### src/rtl/pipeline_hazard_ctrl_if.sv
// Hazard-control bundle between the 5-stage pipeline datapath and its controller.
// The master modport is the datapath side; the slave modport is the controller.
interface pipeline_hazard_ctrl_if;
  localparam int unsigned REG_W = 5;
  localparam int unsigned CNT_W = 16;

  logic             MemRead_ID_EX;
  logic [REG_W-1:0] WriteReg_ID_EX;
  logic [REG_W-1:0] Rs_IF_ID;
  logic [REG_W-1:0] Rt_IF_ID;
  logic             BranchTaken_EX_MEM;
  logic             Jump_EX_MEM;
  logic             MemAccess_EX_MEM;
  logic             MemReady;

  logic             Enable_PC;
  logic             Enable_IF_ID;
  logic             Enable_ID_EX;
  logic             Enable_EX_MEM;
  logic             Enable_MEM_WB;
  logic             Flush_IF_ID;
  logic             Flush_ID_EX;
  logic             Flush_EX_MEM;
  logic             Bubble_MEM_WB;
  logic             Redirect;
  logic             MemError;
  logic [CNT_W-1:0] StallCount;
  logic [CNT_W-1:0] FlushCount;

  modport master (
    output MemRead_ID_EX, WriteReg_ID_EX, Rs_IF_ID, Rt_IF_ID,
           BranchTaken_EX_MEM, Jump_EX_MEM, MemAccess_EX_MEM, MemReady,
    input  Enable_PC, Enable_IF_ID, Enable_ID_EX, Enable_EX_MEM, Enable_MEM_WB,
           Flush_IF_ID, Flush_ID_EX, Flush_EX_MEM, Bubble_MEM_WB, Redirect,
           MemError, StallCount, FlushCount
  );

  modport slave (
    input  MemRead_ID_EX, WriteReg_ID_EX, Rs_IF_ID, Rt_IF_ID,
           BranchTaken_EX_MEM, Jump_EX_MEM, MemAccess_EX_MEM, MemReady,
    output Enable_PC, Enable_IF_ID, Enable_ID_EX, Enable_EX_MEM, Enable_MEM_WB,
           Flush_IF_ID, Flush_ID_EX, Flush_EX_MEM, Bubble_MEM_WB, Redirect,
           MemError, StallCount, FlushCount
  );
endinterface

### src/rtl/pipeline_hazard_ctrl.sv
// Stall/flush sequencer for the 5-stage MIPS pipeline: load-use stalls, MEM-stage
// redirects and variable-latency data memory freezes with a halting timeout.
module pipeline_hazard_ctrl #(
  parameter int unsigned TIMEOUT = 16
) (
  input logic                   clk,
  input logic                   reset,
  pipeline_hazard_ctrl_if.slave hz
);
  localparam int unsigned REG_W  = 5;
  localparam int unsigned CNT_W  = 16;
  localparam int unsigned WAIT_W = 8;

  typedef enum logic [1:0] {RUN, MEM_WAIT, HALT} state_t;

  state_t            state, state_nxt;
  logic [WAIT_W-1:0] wait_cnt, wait_cnt_nxt;
  logic              mem_error_q;
  logic [CNT_W-1:0]  stall_cnt_q, flush_cnt_q;
  logic              set_error, stall_inc, flush_inc;

  logic en_pc, en_if_id, en_id_ex, en_ex_mem, en_mem_wb;
  logic fl_if_id, fl_id_ex, fl_ex_mem, bubble, redirect;

  logic redirect_req, mem_busy, load_use;

  assign redirect_req = hz.BranchTaken_EX_MEM | hz.Jump_EX_MEM;
  assign mem_busy     = hz.MemAccess_EX_MEM & ~hz.MemReady;
  assign load_use     = hz.MemRead_ID_EX && (hz.WriteReg_ID_EX != REG_W'(0)) &&
                        ((hz.WriteReg_ID_EX == hz.Rs_IF_ID) ||
                         (hz.WriteReg_ID_EX == hz.Rt_IF_ID));

  // Next-state and pipeline control decode
  always_comb begin
    en_pc        = 1'b1;
    en_if_id     = 1'b1;
    en_id_ex     = 1'b1;
    en_ex_mem    = 1'b1;
    en_mem_wb    = 1'b1;
    fl_if_id     = 1'b0;
    fl_id_ex     = 1'b0;
    fl_ex_mem    = 1'b0;
    bubble       = 1'b0;
    redirect     = 1'b0;
    state_nxt    = state;
    wait_cnt_nxt = wait_cnt;
    set_error    = 1'b0;
    stall_inc    = 1'b0;
    flush_inc    = 1'b0;

    unique case (state)
      RUN: begin
        if (redirect_req) begin
          redirect  = 1'b1;
          fl_if_id  = 1'b1;
          fl_id_ex  = 1'b1;
          fl_ex_mem = 1'b1;
          flush_inc = 1'b1;
        end else if (mem_busy) begin
          en_pc        = 1'b0;
          en_if_id     = 1'b0;
          en_id_ex     = 1'b0;
          en_ex_mem    = 1'b0;
          bubble       = 1'b1;
          wait_cnt_nxt = WAIT_W'(1);
          stall_inc    = 1'b1;
          state_nxt    = MEM_WAIT;
        end else if (load_use) begin
          en_pc     = 1'b0;
          en_if_id  = 1'b0;
          fl_id_ex  = 1'b1;
          stall_inc = 1'b1;
        end
      end
      MEM_WAIT: begin
        // Control-flow and load-use requests are held off until memory completes.
        if (hz.MemReady) begin
          state_nxt = RUN;
        end else begin
          en_pc     = 1'b0;
          en_if_id  = 1'b0;
          en_id_ex  = 1'b0;
          en_ex_mem = 1'b0;
          bubble    = 1'b1;
          stall_inc = 1'b1;
          if (wait_cnt == WAIT_W'(TIMEOUT)) begin
            state_nxt = HALT;
            set_error = 1'b1;
          end else begin
            wait_cnt_nxt = wait_cnt + WAIT_W'(1);
          end
        end
      end
      HALT: begin
        en_pc     = 1'b0;
        en_if_id  = 1'b0;
        en_id_ex  = 1'b0;
        en_ex_mem = 1'b0;
        en_mem_wb = 1'b0;
      end
      default: state_nxt = RUN;
    endcase
  end

  // State and statistics, clocked with the pipeline registers on the falling edge
  always_ff @(negedge clk or negedge reset) begin
    if (!reset) begin
      state       <= RUN;
      wait_cnt    <= '0;
      mem_error_q <= 1'b0;
      stall_cnt_q <= '0;
      flush_cnt_q <= '0;
    end else begin
      state    <= state_nxt;
      wait_cnt <= wait_cnt_nxt;
      if (set_error) begin
        mem_error_q <= 1'b1;
      end
      if (stall_inc && (stall_cnt_q != '1)) begin
        stall_cnt_q <= stall_cnt_q + CNT_W'(1);
      end
      if (flush_inc && (flush_cnt_q != '1)) begin
        flush_cnt_q <= flush_cnt_q + CNT_W'(1);
      end
    end
  end

  // Reset overrides the decoded controls so every register holds while reset is low
  assign hz.Enable_PC     = reset & en_pc;
  assign hz.Enable_IF_ID  = reset & en_if_id;
  assign hz.Enable_ID_EX  = reset & en_id_ex;
  assign hz.Enable_EX_MEM = reset & en_ex_mem;
  assign hz.Enable_MEM_WB = reset & en_mem_wb;
  assign hz.Flush_IF_ID   = reset & fl_if_id;
  assign hz.Flush_ID_EX   = reset & fl_id_ex;
  assign hz.Flush_EX_MEM  = reset & fl_ex_mem;
  assign hz.Bubble_MEM_WB = reset & bubble;
  assign hz.Redirect      = reset & redirect;
  assign hz.MemError      = mem_error_q;
  assign hz.StallCount    = stall_cnt_q;
  assign hz.FlushCount    = flush_cnt_q;
endmodule

### src/flat_wrapper.sv
// flat-port wrapper written by rule: the top's interface ports become plain ports
module pipeline_hazard_ctrl_flat 
#(
  parameter int unsigned TIMEOUT = 16
)
  (clk, reset, hz_MemRead_ID_EX, hz_WriteReg_ID_EX, hz_Rs_IF_ID, hz_Rt_IF_ID, hz_BranchTaken_EX_MEM, hz_Jump_EX_MEM, hz_MemAccess_EX_MEM, hz_MemReady, hz_Enable_PC, hz_Enable_IF_ID, hz_Enable_ID_EX, hz_Enable_EX_MEM, hz_Enable_MEM_WB, hz_Flush_IF_ID, hz_Flush_ID_EX, hz_Flush_EX_MEM, hz_Bubble_MEM_WB, hz_Redirect, hz_MemError, hz_StallCount, hz_FlushCount);
  pipeline_hazard_ctrl_if hz_i ();
  input logic clk;
  input logic reset;
  input wire logic [$bits(hz_i.MemRead_ID_EX)-1:0] hz_MemRead_ID_EX;
  input wire logic [$bits(hz_i.WriteReg_ID_EX)-1:0] hz_WriteReg_ID_EX;
  input wire logic [$bits(hz_i.Rs_IF_ID)-1:0] hz_Rs_IF_ID;
  input wire logic [$bits(hz_i.Rt_IF_ID)-1:0] hz_Rt_IF_ID;
  input wire logic [$bits(hz_i.BranchTaken_EX_MEM)-1:0] hz_BranchTaken_EX_MEM;
  input wire logic [$bits(hz_i.Jump_EX_MEM)-1:0] hz_Jump_EX_MEM;
  input wire logic [$bits(hz_i.MemAccess_EX_MEM)-1:0] hz_MemAccess_EX_MEM;
  input wire logic [$bits(hz_i.MemReady)-1:0] hz_MemReady;
  output wire logic [$bits(hz_i.Enable_PC)-1:0] hz_Enable_PC;
  output wire logic [$bits(hz_i.Enable_IF_ID)-1:0] hz_Enable_IF_ID;
  output wire logic [$bits(hz_i.Enable_ID_EX)-1:0] hz_Enable_ID_EX;
  output wire logic [$bits(hz_i.Enable_EX_MEM)-1:0] hz_Enable_EX_MEM;
  output wire logic [$bits(hz_i.Enable_MEM_WB)-1:0] hz_Enable_MEM_WB;
  output wire logic [$bits(hz_i.Flush_IF_ID)-1:0] hz_Flush_IF_ID;
  output wire logic [$bits(hz_i.Flush_ID_EX)-1:0] hz_Flush_ID_EX;
  output wire logic [$bits(hz_i.Flush_EX_MEM)-1:0] hz_Flush_EX_MEM;
  output wire logic [$bits(hz_i.Bubble_MEM_WB)-1:0] hz_Bubble_MEM_WB;
  output wire logic [$bits(hz_i.Redirect)-1:0] hz_Redirect;
  output wire logic [$bits(hz_i.MemError)-1:0] hz_MemError;
  output wire logic [$bits(hz_i.StallCount)-1:0] hz_StallCount;
  output wire logic [$bits(hz_i.FlushCount)-1:0] hz_FlushCount;
  assign hz_i.MemRead_ID_EX = hz_MemRead_ID_EX;
  assign hz_i.WriteReg_ID_EX = hz_WriteReg_ID_EX;
  assign hz_i.Rs_IF_ID = hz_Rs_IF_ID;
  assign hz_i.Rt_IF_ID = hz_Rt_IF_ID;
  assign hz_i.BranchTaken_EX_MEM = hz_BranchTaken_EX_MEM;
  assign hz_i.Jump_EX_MEM = hz_Jump_EX_MEM;
  assign hz_i.MemAccess_EX_MEM = hz_MemAccess_EX_MEM;
  assign hz_i.MemReady = hz_MemReady;
  assign hz_Enable_PC = hz_i.Enable_PC;
  assign hz_Enable_IF_ID = hz_i.Enable_IF_ID;
  assign hz_Enable_ID_EX = hz_i.Enable_ID_EX;
  assign hz_Enable_EX_MEM = hz_i.Enable_EX_MEM;
  assign hz_Enable_MEM_WB = hz_i.Enable_MEM_WB;
  assign hz_Flush_IF_ID = hz_i.Flush_IF_ID;
  assign hz_Flush_ID_EX = hz_i.Flush_ID_EX;
  assign hz_Flush_EX_MEM = hz_i.Flush_EX_MEM;
  assign hz_Bubble_MEM_WB = hz_i.Bubble_MEM_WB;
  assign hz_Redirect = hz_i.Redirect;
  assign hz_MemError = hz_i.MemError;
  assign hz_StallCount = hz_i.StallCount;
  assign hz_FlushCount = hz_i.FlushCount;
  pipeline_hazard_ctrl #(.TIMEOUT(TIMEOUT)) u_core (.clk(clk), .reset(reset), .hz(hz_i));
endmodule
### config.mk
export PLATFORM = sky130hd
export DESIGN_NAME = pipeline_hazard_ctrl_flat
export DESIGN_NICKNAME = d
export VERILOG_FILES = /design/src/rtl/pipeline_hazard_ctrl_if.sv /design/src/rtl/pipeline_hazard_ctrl.sv /design/src/flat_wrapper.sv
export SDC_FILE = /design/constraint.sdc
export NUM_CORES = 1
export LEC_CHECK = 0
export CORE_MARGIN = 1.5
export CORE_UTILIZATION = 55
export DETAILED_ROUTE_END_ITERATION = 6
export DONT_BUFFER_PORTS = 1
export GPL_ROUTABILITY_DRIVEN = 0
export MAX_ROUTING_LAYER = met4
export PLACE_DENSITY_LB_ADDON = 0.12
export SLEW_MARGIN = 15
export SYNTH_ARGS = -nofsm -noshare
export SYNTH_HDL_FRONTEND = slang
export SYNTH_SLANG_ARGS = --single-unit
### constraint.sdc
create_clock -name clk -period 1.65 [get_ports clk]
set_input_delay 0.2475 -clock clk [delete_from_list [all_inputs] [get_ports clk]]
set_output_delay 0.2475 -clock clk [all_outputs]
set_load 0.01 [all_outputs]
==> results of run 1 <==
## power breakdown
part	switching [uW]	leakage [uW]	internal (uW)
combinational	28.6	0.00110	32.7
clock	373	0.0000612	490
sequential	2.14	0.000578	1060
## repair_timing
item,4_1_cts,5_1_grt
pin swaps,36,23
resized for setup,61,22
buffers inserted,22,9
endpoints found under the setup margin,83,84
gates cloned,1,0
## path summary, 6_finish.rpt
check	from	slack (ns)	endpoint	depth (start not counted)
min reg2reg	u_core.hz.MemError$_DFFE_NN0P_	0.51	u_core.hz.MemError$_DFFE_NN0P_	1
max	u_core.state[0]$_DFFE_NN0P_	-0.87	hz_Flush_IF_ID	4
max in group asynchronous	reset	1.18	u_core.hz.FlushCount[14]$_DFFE_NN0P_	0
min	reset	0.34	u_core.hz.MemError$_DFFE_NN0P_	0
max reg2reg	u_core.hz.StallCount[0]$_DFFE_NN0P_	-0.51	u_core.hz.StallCount[2]$_DFFE_NN0P_	9
min in group clk	u_core.hz.MemError$_DFFE_NN0P_	0.51	u_core.hz.MemError$_DFFE_NN0P_	1
## worst reg2reg max path: cells and delay by family (launching register included)
kind / cells / cell delay [ns]
buf+inv: 2 / 0.28
compound gates: 1 / 0.10
xor+xnor: 1 / 0.09
fa+ha+maj: 1 / 0.23
simple gates: 4 / 0.84
flops: 1 / 0.46
## layout by cell type, fill, tap and decap left out, types with 3 or more instances in the layout
cell type | synthesis | routed
a21oi_2 | 0 | 3
and2_4 | 0 | 4
and3_1 | 5 | 5
and4_1 | 3 | 3
buf_4 | 4 | 48
buf_6 | 1 | 38
clkbuf_8 | 0 | 6
dfrtn_1 | 43 | 43
ha_1 | 4 | 4
inv_1 | 7 | 6
nand2_1 | 17 | 10
nand2_4 | 0 | 5
nand3_1 | 10 | 9
nand4_1 | 15 | 15
nor2_1 | 14 | 8
nor2_2 | 1 | 5
nor3_2 | 0 | 5
o21ai_0 | 7 | 3
xnor2_1 | 20 | 16
xnor2_2 | 0 | 4
xor2_1 | 23 | 20
## flip-flops by register name, summed over array words and instances, names as in the netlist
signal and flops:
u_core.wait_cnt 8, u_core.state 2, u_core.hz.MemError 1, u_core.hz.StallCount 16, u_core.hz.FlushCount 16
## metal layers
metal | GRT usage | vias to the layer above | share of wire
li1 | - | 944 | -
met3 | 0.0883 | 51 | 0.075
met1 | 0.333 | 1104 | 0.34
met5 | - | - | 0
met2 | 0.568 | 141 | 0.53
met4 | 0.135 | 0 | 0.059
## layout make-up
class | count | area (sq um)
timing repair buffer | 89 | 853
sequential | 43 | 1080
fill | 166 | 423
clock buffer | 6 | 82.6
inverter | 7 | 28.8
multi-input combinational | 165 | 1440
clock inverter | 2 | 35.0
tap | 50 | 62.6
## metrics by stage
step	std cells	setup slack (ns)	util
2_1_floorplan	221	-0.825	-
5_1_grt	362	-0.903	0.894
6_report	362	-0.870	0.894
3_5_place_dp	324	-1.00	0.711
4_1_cts	353	-0.845	0.848
3_3_place_gp	324	-0.938	0.711
## kinds of logic (layout without fill, tap and decap cells)
group	after synthesis	after routing
fa+ha+maj	4	4
simple gates	95	95
buf+inv	13	104
mux	3	3
xor+xnor	43	43
flops	43	43
compound gates	20	20
==> flow_summary.yaml, run 1 <==
synth:
  ys_seq_elements: 43
  synth.distinct_cells: 41
  synth.mux.area_fraction: 0.0149
  netlist_top_cells_count: "43 x dfrtn_1, 23 x xor2_1, 20 x xnor2_1"
  async_flop_share: 1.00
  syn_nets: 247
  syn_inst: 221
  synth-xor-area-share: 0.166
  synth_flop_cell: "dfrtn_1"
  synth_area_leaders: "dfrtn_1 47%, xor2_1 8.9%, xnor2_1 7.7%, nand4_1 4.1%, nand2_1 2.8%"
  yosysTopAreaCellShare: 0.473
  synthAdderAreaFrac: 0.0220
  synth_top_family_by_area: "simple AND/OR/NAND/NOR gates"
  synth_compound_area_frac: 0.0627
  synth_edf_count: 0
  synth.avg_cell_area_sq_um: 10.3
  synthSimpleGateAreaFrac: 0.230
  synth_most_common_cell: "dfrtn_1"
  yosys.area.top_type: "dfrtn_1"
  ys_seq_area_frac: 0.473
  ys.warnings.count: 0
  netlist_area_sq_mm: 0.00227
die:
  rows: 23
  ioPinCount: 65
  dieHeight_um: 67.3
  initial_utilization: 0.569
  die_width_um: 67.3
  dieArea_sq_mm: 0.00453
  fp.coreArea_sq_mm: 0.00400
global_route:
  first_global_vias: 2206
  grt_start_max_net_pins: 48
  antenna_found_initial: 0
  grt-ovfl-total: 0
  grtUsageTotal: 0.320
  grt_pass1_wl_um: 10300
route:
  drc: 0
  dr.pass1.iters: 4
  via_count: 2240
  routedWlPerCell_um: 23.5
  avgViaCountPerCell: 6.19
  drt-initial-drc-count: 147
  totalWireLength_um: 8520
  ant_nets: 0
cts:
  path_clk_slew_ns: 0.06
  cts_buffer_depth: 2
  postCtsHoldBufs: 0
  cts_tree: "done"
  clock-sinks: 43
  root_buffer: "clkbuf_8"
  cts_made_buffers: 5
  clock_latency_ns: 0.30
  cts-htree-levels: 2
sta:
  tightest_slew_ns: 0.469
  setup_ws_ns: -0.870
  slew_headroom: 0.685
  final_max_slew_viol_count: 0
  rsz0062_at_grt: "yes"
  whs_ns: 0.343
  fin_tns_setup_ns: -41.28
  finalHoldViolations: 0
  setup_viol: 84
  fin_skew_ns: 0.00727
min_path:
  hold_class: "in -> async"
setup_path:
  critPathCaptureType: "primary output"
  critical-path-top-delay-family: "simple AND/OR/NAND/NOR gates"
  required_ns: 1.40
  crit_fanout: 7
  setup.worst_path.class: "reg -> out"
  cp_num_buf_inv: 2
  crit_path_top_delay_cell: "dfrtn_1"
  slowest_delay_ns: 0.43
  cp.arrival_ns: 2.27
  worstPathCellList: "nor3_2 > buf_4 > buf_6 > and2_4"
  start_kind: "register"
finish:
  finalInstanceArea_sq_mm: 0.00358
  drive_gt1_frac: 0.494
  nNetsFinal: 337
  num_antenna_cells: 0
  synthToLayoutAreaGrowth_pct: 57.3
place:
  port_buffers: 0
  dpl_cell_area_sq_mm: 0.00284
  hpwl_um: 4130
run_status:
  outcome: "finished with violations"
  violations: "negative setup slack"
power_and_ir_drop:
  vdd_drop_max_v: 0.000542
  leakagePower_uw: 0.00174
  power_density_mw_per_mm2: 556
  p_total_uw: 1990
job:
  maxCapViolCount: 0
Note: power is estimated with default switching activity, not from simulation.
==> run 2: changes to the inputs <==
MAX_ROUTING_LAYER = unset   (was met4)
TNS_END_PERCENT = 10   (was unset)
clock period = 3 ns   (was 1.65 ns; I/O delays follow)
==> flow_summary.yaml, run 2 (synthesis results as in run 1) <==
cts:
  cts_buffer_depth: 2
  cts_made_buffers: 5
  cts_tree: "done"
  cts-htree-levels: 2
  clock_latency_ns: 0.30
  root_buffer: "clkbuf_8"
  path_clk_slew_ns: 0.05
  clock-sinks: 43
  postCtsHoldBufs: 0
job:
  maxCapViolCount: 0
sta:
  slew_headroom: 0.689
  setup_viol: 27
  final_max_slew_viol_count: 0
  tightest_slew_ns: 0.462
  fin_tns_setup_ns: -4.16
  setup_ws_ns: -0.365
  rsz0062_at_grt: "yes"
  fin_skew_ns: 0.00536
  finalHoldViolations: 0
setup_path:
  required_ns: 2.55
  critPathCaptureType: "primary output"
  start_kind: "register"
  crit_fanout: 4
  cp.arrival_ns: 2.92
  setup.worst_path.class: "reg -> out"
  r2r_slack_ns: 0.84
finish:
  num_antenna_cells: 0
  final_core_util: 0.679
  synthToLayoutAreaGrowth_pct: 19.4
  fillCellCount: 300
  nNetsFinal: 270
  final_common_cell: "dfrtn_1"
  final_cell_mix: "43 x dfrtn_1, 23 x xor2_1, 20 x xnor2_1"
  drive_gt1_frac: 0.241
die:
  initial_utilization: 0.569
  fp.coreArea_sq_mm: 0.00400
  die_width_um: 67.3
  rows: 23
  ioPinCount: 65
  dieArea_sq_mm: 0.00453
  dieHeight_um: 67.3
place:
  hpwl_um: 3380
  port_buffers: 0
route:
  totalWireLength_um: 4760
  dr.pass1.iters: 4
  ant_nets: 0
  drc: 0
  avgViaCountPerCell: 5.86
  routedWlPerCell_um: 16.1
  via_count: 1730
  drt-initial-drc-count: 52
run_status:
  outcome: "finished with violations"
  violations: "negative setup slack"
global_route:
  top_usage_layer: "met2"
  first_global_vias: 1782
  use_met1: 0.270
  use_met3: 0.0550
  grtUsageTotal: 0.226
  grt_start_max_net_pins: 48
  grt_pass1_wl_um: 7650
  grt-ovfl-total: 0
  antenna_found_initial: 0
  use_met2: 0.389
power_and_ir_drop:
  power_density_mw_per_mm2: 368
  leakagePower_uw: 0.00124
  vdd_drop_max_v: 0.000382
min_path:
  hold_class: "reg -> reg"
==> run 2: changes by cell type in the layout (fill, tap and decap cells not counted), moves of 5 or more <==
| cell | delta |
|---|---|
| buf_4 | -31 |
| buf_6 | -34 |
| nor2_1 | +5 |
| nand2_4 | -5 |
| nand2_1 | +5 |
==> run 2: path summary, 6_finish.rpt <==
kind                                                     startpoint                             endpoint  depth (start not counted)
worst max-delay path                    u_core.state[0]$_DFFE_NN0P_                       hz_Flush_IF_ID                          6
worst min-delay path            u_core.hz.StallCount[8]$_DFFE_NN0P_  u_core.hz.StallCount[8]$_DFFE_NN0P_                          1
worst max register to register  u_core.hz.StallCount[0]$_DFFE_NN0P_  u_core.hz.StallCount[0]$_DFFE_NN0P_                          7
worst min register to register  u_core.hz.StallCount[8]$_DFFE_NN0P_  u_core.hz.StallCount[8]$_DFFE_NN0P_                          1
max in group asynchronous                                     reset  u_core.hz.FlushCount[4]$_DFFE_NN0P_                          0
min in group asynchronous                                     reset  u_core.hz.StallCount[6]$_DFFE_NN0P_                          0
==> run 2: timing repair <==
item,in CTS,in global routing
buffers inserted,3,1
pin swaps,11,9
resized for setup,19,10
endpoints found under the setup margin,32,42
hold endpoints to repair,0,0
==> run 2: cell type report <==
class,instances,area (sq um),share of cell area
Inverter,7,28.8,0.0106
Timing Repair Buffer,22,193,0.0710
Sequential cell,43,1080,0.396
Clock buffer,8,100,0.0369
Multi-Input combinational cell,165,1250,0.462
Tap cell,50,62.6,0.0230
==> run 2: per-stage QoR <==
stage               power (uW)  std cells  hold WS, ns  setup slack [ns]  instance area (sq um)
floorplan                  614        221        0.462            -0.352                   2290
global placement           616        283        0.483            -0.411                   2450
detailed placement         618        283        0.496            -0.439                   2450
CTS                       1010        294        0.496            -0.349                   2660
global route              1040        295        0.521            -0.438                   2720
finish                    1000        295        0.501            -0.365                   2720
==> run 2: layer usage <==
layer  routed length (um)  share of wire
met4                  101          0.021
met2                 2490           0.52
met3                  258          0.054
met5                    0              0
met1                 1910           0.40
==> run 2: critical path, cell delays in order (launching register included) <==
cell     delay, ns
dfrtn_1       0.37
buf_4         0.15
nor3_4        0.14
buf_6         0.13
buf_6         0.08
and2_4        0.14
buf_12        0.11
==> run 2: power breakdown <==
group          total, uW  switching [uW]  leakage (uW)  internal, uW
Clock                391             181     0.0000515           210
Combinational       23.4            11.3      0.000609          12.1
Sequential           585            1.63      0.000578           584
==> run 3: changes to the inputs <==
CORE_UTILIZATION = 61   (was 55)
==> flow_summary.yaml, run 3 (synthesis results as in run 1) <==
sta:
  setup_ws_ns: -0.386
  final_max_slew_viol_count: 0
  whs_ns: 0.495
  tightest_slew_ns: 0.472
  finalHoldViolations: 0
  setup_viol: 35
  slew_headroom: 0.682
  rsz0062_at_grt: "yes"
  fin_skew_ns: 0.00384
die:
  rows: 22
  ioPinCount: 65
  initial_utilization: 0.626
  die_width_um: 64.1
  fp.coreArea_sq_mm: 0.00363
  dieHeight_um: 64.1
  dieArea_sq_mm: 0.00410
finish:
  synthToLayoutAreaGrowth_pct: 16.3
  final_cell_mix: "43 x dfrtn_1, 23 x xor2_1, 23 x buf_4"
  nNetsFinal: 273
  drive_gt1_frac: 0.228
  final_common_cell: "dfrtn_1"
  num_antenna_cells: 0
  final_core_util: 0.728
setup_path:
  setup.worst_path.class: "reg -> out"
  crit_fanout: 5
  critPathCaptureType: "primary output"
  cp.arrival_ns: 2.94
  required_ns: 2.55
  start_kind: "register"
route:
  drt-initial-drc-count: 51
  dr.pass1.iters: 4
  ant_nets: 0
  drc: 0
  avgViaCountPerCell: 5.96
  totalWireLength_um: 4720
  via_count: 1752
  routedWlPerCell_um: 16.1
global_route:
  grt-ovfl-total: 0
  first_global_vias: 1808
  grtUsageTotal: 0.250
  grt_pass1_wl_um: 7980
  grt_start_max_net_pins: 48
  antenna_found_initial: 0
job:
  maxCapViolCount: 0
place:
  hpwl_um: 3400
  port_buffers: 0
power_and_ir_drop:
  power_density_mw_per_mm2: 355
  vdd_drop_max_v: 0.000316
  leakagePower_uw: 0.00122
cts:
  clock_latency_ns: 0.29
  cts_tree: "done"
  clock-sinks: 43
  cts_buffer_depth: 2
  path_clk_slew_ns: 0.05
  cts-htree-levels: 2
  cts_made_buffers: 5
  root_buffer: "clkbuf_8"
run_status:
  outcome: "finished with violations"
  violations: "negative setup slack"
min_path:
  hold_class: "reg -> reg"
==> run 3: cell types whose count changed in the layout (fill, tap and decap cells not counted), sizes merged <==
cell	change
buf	+3
clkbuf	-2
==> run 3: power by group <==
part / switching (uW) / internal [uW]
sequential: 1.44 / 584
clock: 175 / 155
combinational: 11.2 / 13.1
==> run 3: cell type report <==
type	count	area, sq um
inverters	7	26.3
repair buffers	25	195
fillers	276	987
multi-input cells	165	1220
clock buffers	6	72.6
well taps	48	60.1
flip-flops and latches	43	1080
==> run 3: what timing repair did <==
item | CTS | global route
pin swaps | 12 | 9
endpoints found under the setup margin | 31 | 45
hold buffers | 0 | 0
cloned | 0 | 0
setup buffers | 2 | 1
gates resized for setup | 14 | 6
==> run 3: final timing paths <==
path,from,to,slack [ns],cells past startpoint
max,u_core.state[0]$_DFFE_NN0P_,hz_Enable_PC,-0.39,5
min,u_core.hz.FlushCount[14]$_DFFE_NN0P_,u_core.hz.FlushCount[14]$_DFFE_NN0P_,0.49,1
max reg2reg,u_core.hz.StallCount[0]$_DFFE_NN0P_,u_core.hz.StallCount[0]$_DFFE_NN0P_,0.84,7
min reg2reg,u_core.hz.FlushCount[14]$_DFFE_NN0P_,u_core.hz.FlushCount[14]$_DFFE_NN0P_,0.49,1
max in group asynchronous,reset,u_core.hz.FlushCount[5]$_DFFE_NN0P_,1.63,0
min in group asynchronous,reset,u_core.hz.MemError$_DFFE_NN0P_,1.23,0
==> run 3: critical path: stages, from the launching register on <==
cell	delay, ns
dfrtn_1	0.49
nand2b_4	0.16
and2_4	0.14
nand2_2	0.05
a31oi_1	0.14
buf_4	0.16
==> run 3: per-layer routing <==
| layer | track usage | vias to the layer above | wire (um) |
|---|---|---|---|
| li1 | - | 816 | - |
| met1 | 0.290 | 859 | 1940 |
| met2 | 0.431 | 69 | 2410 |
| met3 | 0.0880 | 8 | 301 |
| met4 | 0.0815 | 0 | 64 |
| met5 | 0 | - | 0 |
==> run 3: stage by stage <==
stage | cells | TNS (ns) | cell area (sq um) | power [uW] | setup slack, ns
after floorplan | 221 | -4.97 | 2290 | 614 | -0.352
after global placement | 286 | -10.85 | 2470 | 617 | -0.413
after detailed placement | 286 | -11.83 | 2470 | 619 | -0.432
after CTS | 293 | -3.52 | 2610 | 945 | -0.378
after global routing | 294 | -6.30 | 2650 | 973 | -0.439
final | 294 | -4.10 | 2650 | 939 | -0.386
